**src/rtl/seg_scan_capture.sv**
```systemverilog
// Recovers a 32-bit hex value from a time-multiplexed 8-digit seven-segment scan.
// Latency: a digit is written STABLE_CYCLES edges after its first registered sample; a frame publishes on the edge that writes its last digit.
// Backpressure: none; the display bus cannot be stalled, so unstable, blank or ghosted samples are dropped.
module seg_scan_capture #(
    parameter int STABLE_CYCLES  = 4,
    parameter int TIMEOUT_CYCLES = 65535
) (
    input  logic        clk,
    input  logic        rst,
    input  logic        A,
    input  logic        B,
    input  logic        C,
    input  logic        D,
    input  logic        E,
    input  logic        F,
    input  logic        G,
    input  logic [7:0]  AN,
    output logic [31:0] value,
    output logic [7:0]  seg_err,
    output logic        frame_valid,
    output logic        timeout,
    output logic [7:0]  digit_seen
);

    // Nine bits so the counter can sit one past STABLE_CYCLES=255 and stop.
    localparam int SCW = 9;
    localparam int TOW = (TIMEOUT_CYCLES < 2) ? 1 : $clog2(TIMEOUT_CYCLES);

    logic [7:0]     an_q;
    logic [6:0]     seg_q;
    logic [SCW-1:0] stab_cnt;
    logic [31:0]    wval;
    logic [7:0]     werr;
    logic [TOW-1:0] to_cnt;

    logic [6:0]     lit;
    logic [3:0]     dec_nib;
    logic           dec_bad;
    logic [2:0]     dig_idx;
    logic [7:0]     dig_mask;
    logic           accept;
    logic           complete;
    logic           to_hit;
    logic           discard;
    logic [31:0]    wval_nxt;
    logic [7:0]     werr_nxt;
    logic [7:0]     seen_nxt;

    // Register the raw display bus; everything downstream sees only these flops.
    always_ff @(posedge clk) begin
        if (rst) begin
            an_q  <= 8'hFF;
            seg_q <= 7'h7F;
        end else begin
            an_q  <= AN;
            seg_q <= {A, B, C, D, E, F, G};
        end
    end

    // Run length of identical samples; saturates one past the threshold so a
    // steady digit is accepted exactly once per stable interval.
    always_ff @(posedge clk) begin
        if (rst) begin
            stab_cnt <= '0;
        end else if ({AN, A, B, C, D, E, F, G} != {an_q, seg_q}) begin
            stab_cnt <= SCW'(1);
        end else if (stab_cnt <= SCW'(STABLE_CYCLES)) begin
            stab_cnt <= stab_cnt + 1'b1;
        end
    end

    // Segment pattern to nibble; anything outside the hex font is flagged.
    always_comb begin
        lit     = ~seg_q;
        dec_nib = 4'h0;
        dec_bad = 1'b0;
        case (lit)
            7'b1111110: dec_nib = 4'h0;
            7'b0110000: dec_nib = 4'h1;
            7'b1101101: dec_nib = 4'h2;
            7'b1111001: dec_nib = 4'h3;
            7'b0110011: dec_nib = 4'h4;
            7'b1011011: dec_nib = 4'h5;
            7'b1011111: dec_nib = 4'h6;
            7'b1110000: dec_nib = 4'h7;
            7'b1111111: dec_nib = 4'h8;
            7'b1111011: dec_nib = 4'h9;
            7'b1110111: dec_nib = 4'hA;
            7'b0011111: dec_nib = 4'hB;
            7'b1001110: dec_nib = 4'hC;
            7'b0111101: dec_nib = 4'hD;
            7'b1001111: dec_nib = 4'hE;
            7'b1000111: dec_nib = 4'hF;
            default:    dec_bad = 1'b1;
        endcase
    end

    // Accept/complete/timeout decisions and next working-buffer contents.
    always_comb begin
        dig_idx = 3'd0;
        for (int i = 0; i < 8; i++) begin
            if (!an_q[i]) dig_idx = 3'(i);
        end
        dig_mask = 8'd1 << dig_idx;
        accept   = (stab_cnt == SCW'(STABLE_CYCLES)) && $onehot(~an_q);
        complete = accept && ((digit_seen | dig_mask) == 8'hFF);
        to_hit   = (to_cnt == TOW'(TIMEOUT_CYCLES - 1));
        // Completion outranks an expiring timer on the same edge.
        discard  = to_hit && !complete;

        wval_nxt = wval;
        werr_nxt = discard ? 8'h00 : werr;
        seen_nxt = discard ? 8'h00 : digit_seen;
        if (accept) begin
            wval_nxt[{dig_idx, 2'b00} +: 4] = dec_nib;
            werr_nxt[dig_idx]               = dec_bad;
            seen_nxt                        = seen_nxt | dig_mask;
        end
        if (complete) begin
            seen_nxt = 8'h00;
        end
    end

    // Working buffer: latest capture of each digit wins within a frame.
    always_ff @(posedge clk) begin
        if (rst) begin
            wval <= '0;
            werr <= '0;
        end else begin
            wval <= wval_nxt;
            werr <= werr_nxt;
        end
    end

    // Frame bookkeeping, timeout timer and the published double buffer.
    always_ff @(posedge clk) begin
        if (rst) begin
            digit_seen  <= '0;
            to_cnt      <= '0;
            value       <= '0;
            seg_err     <= '0;
            frame_valid <= 1'b0;
            timeout     <= 1'b0;
        end else begin
            digit_seen  <= seen_nxt;
            to_cnt      <= (complete || to_hit) ? '0 : to_cnt + 1'b1;
            frame_valid <= complete;
            // Only a genuinely partial frame is reported as discarded.
            timeout     <= discard && (digit_seen != 8'h00);
            if (complete) begin
                value   <= wval_nxt;
                seg_err <= werr_nxt;
            end
        end
    end

endmodule

```
**config.mk**
```make
export PLATFORM = sky130hd
export DESIGN_NAME = seg_scan_capture
export DESIGN_NICKNAME = d
export VERILOG_FILES = /design/src/rtl/seg_scan_capture.sv
export SDC_FILE = /design/constraint.sdc
export NUM_CORES = 1
export LEC_CHECK = 0
export CORE_ASPECT_RATIO = 1.2
export CORE_MARGIN = 2
export CORE_UTILIZATION = 35
export CTS_CLUSTER_SIZE = 14
export DETAILED_ROUTE_END_ITERATION = 8
export PLACE_DENSITY = 0.54
export SYNTH_ARGS = -nofsm -noshare
export SYNTH_HDL_FRONTEND = slang
export SYNTH_SLANG_ARGS = --single-unit
```
**constraint.sdc**
```tcl
create_clock -name clk -period 7.1 [get_ports clk]
set_input_delay 1.065 -clock clk [delete_from_list [all_inputs] [get_ports clk]]
set_output_delay 1.065 -clock clk [all_outputs]
set_load 0.01 [all_outputs]
```
# ---- Word level (Yosys, flattened, before mapping)
# Index checks and enable logic that the tools add are counted.
dict set report op_classes {
  n_addsub 10
  n_mux 20
  bitwise_logic 4
  reduce_logical 13
  shift 3
  eq_ne 21
  magnitude_cmp 3
}
# cell n
set ops {}
lappend ops {{equality test 7 bit (second input constant)} 12}
lappend ops {{one-hot mux 4 bit (15 select lines)} 1}
lappend ops {{bitwise mux 32 bit} 1}
lappend ops {{2-to-1 mux 32 bit} 1}
lappend ops {{2-to-1 mux 8 bit} 4}
lappend ops {{variable shift 4 x 7 -> 32 bit (first input constant)} 1}
lappend ops {{indexed part select 4 x 7 -> 32 bit} 1}
lappend ops {{equality test 7 x 6 -> 1 bit (second input constant)} 3}
lappend ops {{2-to-1 mux 3 bit} 6}
lappend ops {{adder 16 x 1 -> 16 bit (second input constant)} 1}
lappend ops {{equality test 16 bit (second input constant)} 1}
lappend ops {{OR 8 bit} 2}
lappend ops {{OR reduction 16 bit} 1}
lappend ops {{!= test 15 bit} 1}
lappend ops {{adder 9 x 1 -> 9 bit (second input constant)} 1}
lappend ops {{equality test 9 x 3 -> 1 bit (second input constant)} 1}
lappend ops {{<= comparator 9 x 3 -> 1 bit (second input constant)} 1}
lappend ops {{adder 1 x 1 -> 2 bit} 4}
lappend ops {{bitwise mux 8 bit} 1}
lappend ops {{equality test 8 bit (second input constant)} 1}
lappend ops {{inverter 8 bit} 1}
lappend ops {{nonzero test 8 bit} 1}
lappend ops {{<< shifter 1 x 3 -> 8 bit (first input constant)} 1}
lappend ops {{equality test 7 x 5 -> 1 bit (second input constant)} 1}
lappend ops {{14 further kinds} 25}
dict set report totals {
  regBits 130
  elab_cells 86
  inputBits 17
}

# ---- Logic depth before layout (Yosys ltp)
dict set report logic_depth {
  word_depth 16
  depth_mapped 16
}

# ---- Least setup slack after synthesis
# OpenSTA, ideal clock, no wires.
dict set report synth_timing {
  path_kind {reg-to-reg}
  startpoint {reg an_q[1]}
  endpoint {reg to_cnt[15]}
  setup_time_ns 0.115
  stages_incl_launch_ff 17
  path_buffers 3
  period_less_slack_ns 4.410
  t_arrival_ns 4.296
  setup_slack_ns 2.690
  cell_sequence {dfxtp_1 > fa_1 > inv_1 > fa_1 > fa_1 > ha_1 > inv_1 > fa_1 > nor3b_2 > a21oi_1 > or4_1 > buf_4 > or4b_1 > buf_2 > nand3b_2 > buf_4 > nor2_1}
}
dict set report synth_between {
  elab_chain_len 13
}
# item line
set synth_rtl {}
lappend synth_rtl {{start: declaration} 29} ;# logic [7:0] an_q;
lappend synth_rtl {{start signal: assignment} 52} ;# an_q <= 8'hFF;
lappend synth_rtl {{start signal: assignment} 55} ;# an_q <= AN;
lappend synth_rtl {{2-to-1 mux 1 bit} 102} ;# if (!an_q[i]) dig_idx = 3'(i);
lappend synth_rtl {{2-to-1 mux 3 bit (6 in series)} 102}
lappend synth_rtl {{<< shifter 1 x 3 -> 8 bit} 104} ;# dig_mask = 8'd1 << dig_idx;
lappend synth_rtl {{OR 8 bit} 106} ;# complete = accept && ((digit_seen | dig_mask) == 8'hFF);
lappend synth_rtl {{equality test 8 bit} 106}
lappend synth_rtl {{logical AND 1 bit *} 106}
lappend synth_rtl {{logical OR 1 bit *} 146} ;# to_cnt <= (complete || to_hit) ? '0 : to_cnt + 1'b1;
lappend synth_rtl {{OR reduction 2 bit (no line) *} -}
lappend synth_rtl {{end signal: assignment} 146}
lappend synth_rtl {{end: declaration} 34} ;# logic [TOW-1:0] to_cnt;
# Every way passes the cells marked *; elsewhere a longest branch is shown, timed or not.
# A chain may end at the register's enable or synchronous reset.

# ---- Worst setup path after layout
dict set report layout_timing {
  startpoint {reg an_q[1]}
  endpoint {reg value[25]}
}
dict set report layout_between {
  elab_chain_len 11
}
# item line
set layout_rtl {}
lappend layout_rtl {{2-to-1 mux 1 bit} 102}
lappend layout_rtl {{2-to-1 mux 3 bit (6 in series)} 102}
lappend layout_rtl {{negator 5 -> 7 bit or << shifter 1 x 3 -> 8 bit (tied branches)} {115, 104}}
lappend layout_rtl {{indexed part select 4 x 7 -> 32 bit, or another cell as far along} 115} ;# wval_nxt[{dig_idx, 2'b00} +: 4] = dec_nib;
lappend layout_rtl {{bitwise mux 32 bit or equality test 8 bit (tied branches)} {115, 106}}
lappend layout_rtl {{2-to-1 mux 32 bit or logical AND 1 bit (tied branches)} {114, 106}}
lappend layout_rtl {{end signal: assignment} 151} ;# value <= wval_nxt;
lappend layout_rtl {{end: declaration} 18} ;# output logic [31:0] value,
# Several ways; a longest one is shown, not always the timed one.

==> qor.txt <==
Status: complete, no violations
Num CTS Buffers: 17
Worst EP arrival: 5.65 ns
RSZ-0062 raised after global routing: false
Clk buf depth: 2
Cell count of the worst reg-to-reg path: 14
Placed Area: 6519 sq um
Avg Cell Area, Syn: 9.136 sq um
Commonest cells in the synthesized netlist: dfxtp_1, nor2_1, mux2i_1
RR Endpoint: value[25]
Rows: 51
Syn Nets: 660
Seq/Total Area, Yosys: 45.50%
Final Hold Fails: 0
Ys async rst share: 0%
Fin Hold WS: 0.4633 ns
Cells resized by post-CTS repair: 0
Mapped Cells: 626
Leakage: 2.634 nW
PnR worst setup slack: 1.777 ns
Cell Area, Synth: 5719 sq um
Worst slew pin tran: 0.9571 ns
Max-cap violations: 0
IO Count: 67
CP Max Fanout: 48
Share of post-route cells with drive strength above 1: 9.302%
Core region area: 16140 sq um
Initial antenna violation count: 0
Crit path launch type: flip-flop
Number of flops mapped to enable cells by yosys: 0
Primary FF master, synth: dfxtp_1
Crit path from: an_q[1]
Minimum clock period: 5.323 ns
DRT iter0 DRCs: 248
Endpoints failing setup: 0
First-pass GRT wire length: 22000 um
Worst r2r src: an_q[1]
Die H: 144.0 um
Layout Utilization: 44.18%
PD cells: 244.7 nW/um^2
# nets final: 709
Type of element capturing the critical path: flip-flop
IO buf count: 66
CTS Hold Buffers Added: 0
Largest net degree at the start of global routing: 102
Worst Setup EP: value[25]
Setup Fix Bufs, Post-CTS: 0
Worst-Skew Late Latency: 0.42 ns
Critical path required time: 7.43 ns
Fin area: 7132 sq um
Synth cell types: 56
GPL Wtd Cong: 0.8028
Biggest area consumer among synthesized cells: dfxtp_1
Top cell type's share of synthesized area: 45.50%
Drt pass-1 iters: 4
Worst Clk Skew: 0.009105 ns
#FFs+latches synth: 130
CTS clk-pin slew, worst paths: 0.06 ns
TNS Setup: 0 ns
Die area: 17380 sq um
Vias/cell: 5.094
Rel. slew slack: 35.60%
Dpl ws: 1.790 ns
Dpl hpwl: 9296 um
Die W: 120.7 um
DR WL/cell: 15.05 um
Ranking of synthesized cells by area: dfxtp_1, nor2_1, mux2i_1
Clk sinks: 130
Most numerous cell in the Yosys netlist: dfxtp_1
CTS root buf: clkbuf_16
Overall global routing resource usage: 16.12%
Peak supply drop: 0.1692 mV
Drt drc: 0
Wirelength, routed: 13540 um
Fmax achieved: 187.9 MHz
Post-DRT Antenna Nets: 0
Critical path class: reg -> reg
Grt total ovfl: 0
Area Growth Syn to Fin: 24.70%
Slew Viols, Final: 0
Fin crit share: 74.97%
Starting density of the core: 35.43%
CTS tree: yes
Ys Warns: 0
Number of global-route vias before repair: 4361
Routed vias: 4585
ANT cells: 0
# H-tree levels: 4
Register-to-register setup slack: 1.78 ns
Hold Crit Class: reg -> reg
==> worst min-delay path by stage <==
stage / from / to / slack, ns / cells after the start
after floorplan: stab_cnt[4] / stab_cnt[4] / 0.43 / 1
after global placement: stab_cnt[5] / stab_cnt[5] / 0.44 / 1
after global routing: stab_cnt[8] / stab_cnt[8] / 0.47 / 1
after CTS: stab_cnt[8] / stab_cnt[8] / 0.47 / 1
final: stab_cnt[8] / stab_cnt[8] / 0.46 / 1
after detailed placement: stab_cnt[8] / stab_cnt[8] / 0.45 / 1
==> worst max-delay path, cell delays in order (launching register included) <==
cell and delay (ns):
dfxtp_1 0.46, fa_1 0.46, inv_1 0.08, fa_1 0.43, fa_1 0.51, ha_1 0.16, inv_1 0.05, fa_1 0.40
nor3b_2 0.17, a21oi_1 0.09, or4_1 0.91, nor4b_4 0.57, buf_12 0.27, nand2b_1 0.35, o22ai_1 0.29
==> final cells by class <==
type / instances / area (sq um)
inverters: 19 / 71.32
clock buffers: 20 / 456.7
flip-flops and latches: 130 / 2603
multi-input cells: 435 / 2867
clock inverters: 12 / 156.4
fillers: 1593 / 9012
well taps: 212 / 265.3
repair buffers: 72 / 713.2
==> cell usage in the layout (no fill, tap or decap), types with 15 or more instances in the layout <==
cell type,n
a211oi_1,21
a21oi_1,15
clkbuf_16,17
clkdlybuf4s50_1,65
dfxtp_1,130
inv_1,19
mux2i_1,33
nand2_1,24
nand2b_1,18
nand3_1,18
nor2_1,99
o22ai_1,15
or2_2,16
xnor2_1,18
==> cell families (layout without fill, tap and decap cells) <==
family	Yosys count	in the layout	synth area share [%]
muxes	34	34	5.972
xor gates and xnor gates	31	31	4.747
AOI/OAI and AO/OA	104	104	12.36
DFF	130	130	45.50
and+or+nand+nor	249	249	22.80
adders and majority gates	17	17	4.244
buffers and inverters	61	123	4.375
==> flip-flops by register name, indices dropped and copies added, names as in the netlist <==
| signal | count |
|---|---|
| an_q | 8 |
| digit_seen | 8 |
| frame_valid | 1 |
| seg_err | 8 |
| seg_q | 7 |
| stab_cnt | 9 |
| timeout | 1 |
| to_cnt | 16 |
| value | 32 |
| werr | 8 |
| wval | 32 |
==> metal layers <==
metal	share of wire, %	routed length (um)	GRT usage, %
met3	3.7	499	3.707
met5	0	0	0
met2	48	6537	26.64
met1	47	6347	20.31
met4	1.2	157	6.548
==> power by group <==
part / total, mW / switching [mW] / internal [mW]
combinational: 0.0988 / 0.0570 / 0.0418
sequential: 0.750 / 0.0143 / 0.736
clock: 0.896 / 0.325 / 0.571
==> metrics by stage <==
stage | cells | power, mW
2_1_floorplan | 626 | 0.8324
3_3_place_gp | 868 | 0.8598
3_5_place_dp | 868 | 0.8646
4_1_cts | 900 | 1.769
5_1_grt | 900 | 1.812
6_report | 900 | 1.745
No activity file was read; power rests on OpenSTA's default activity.
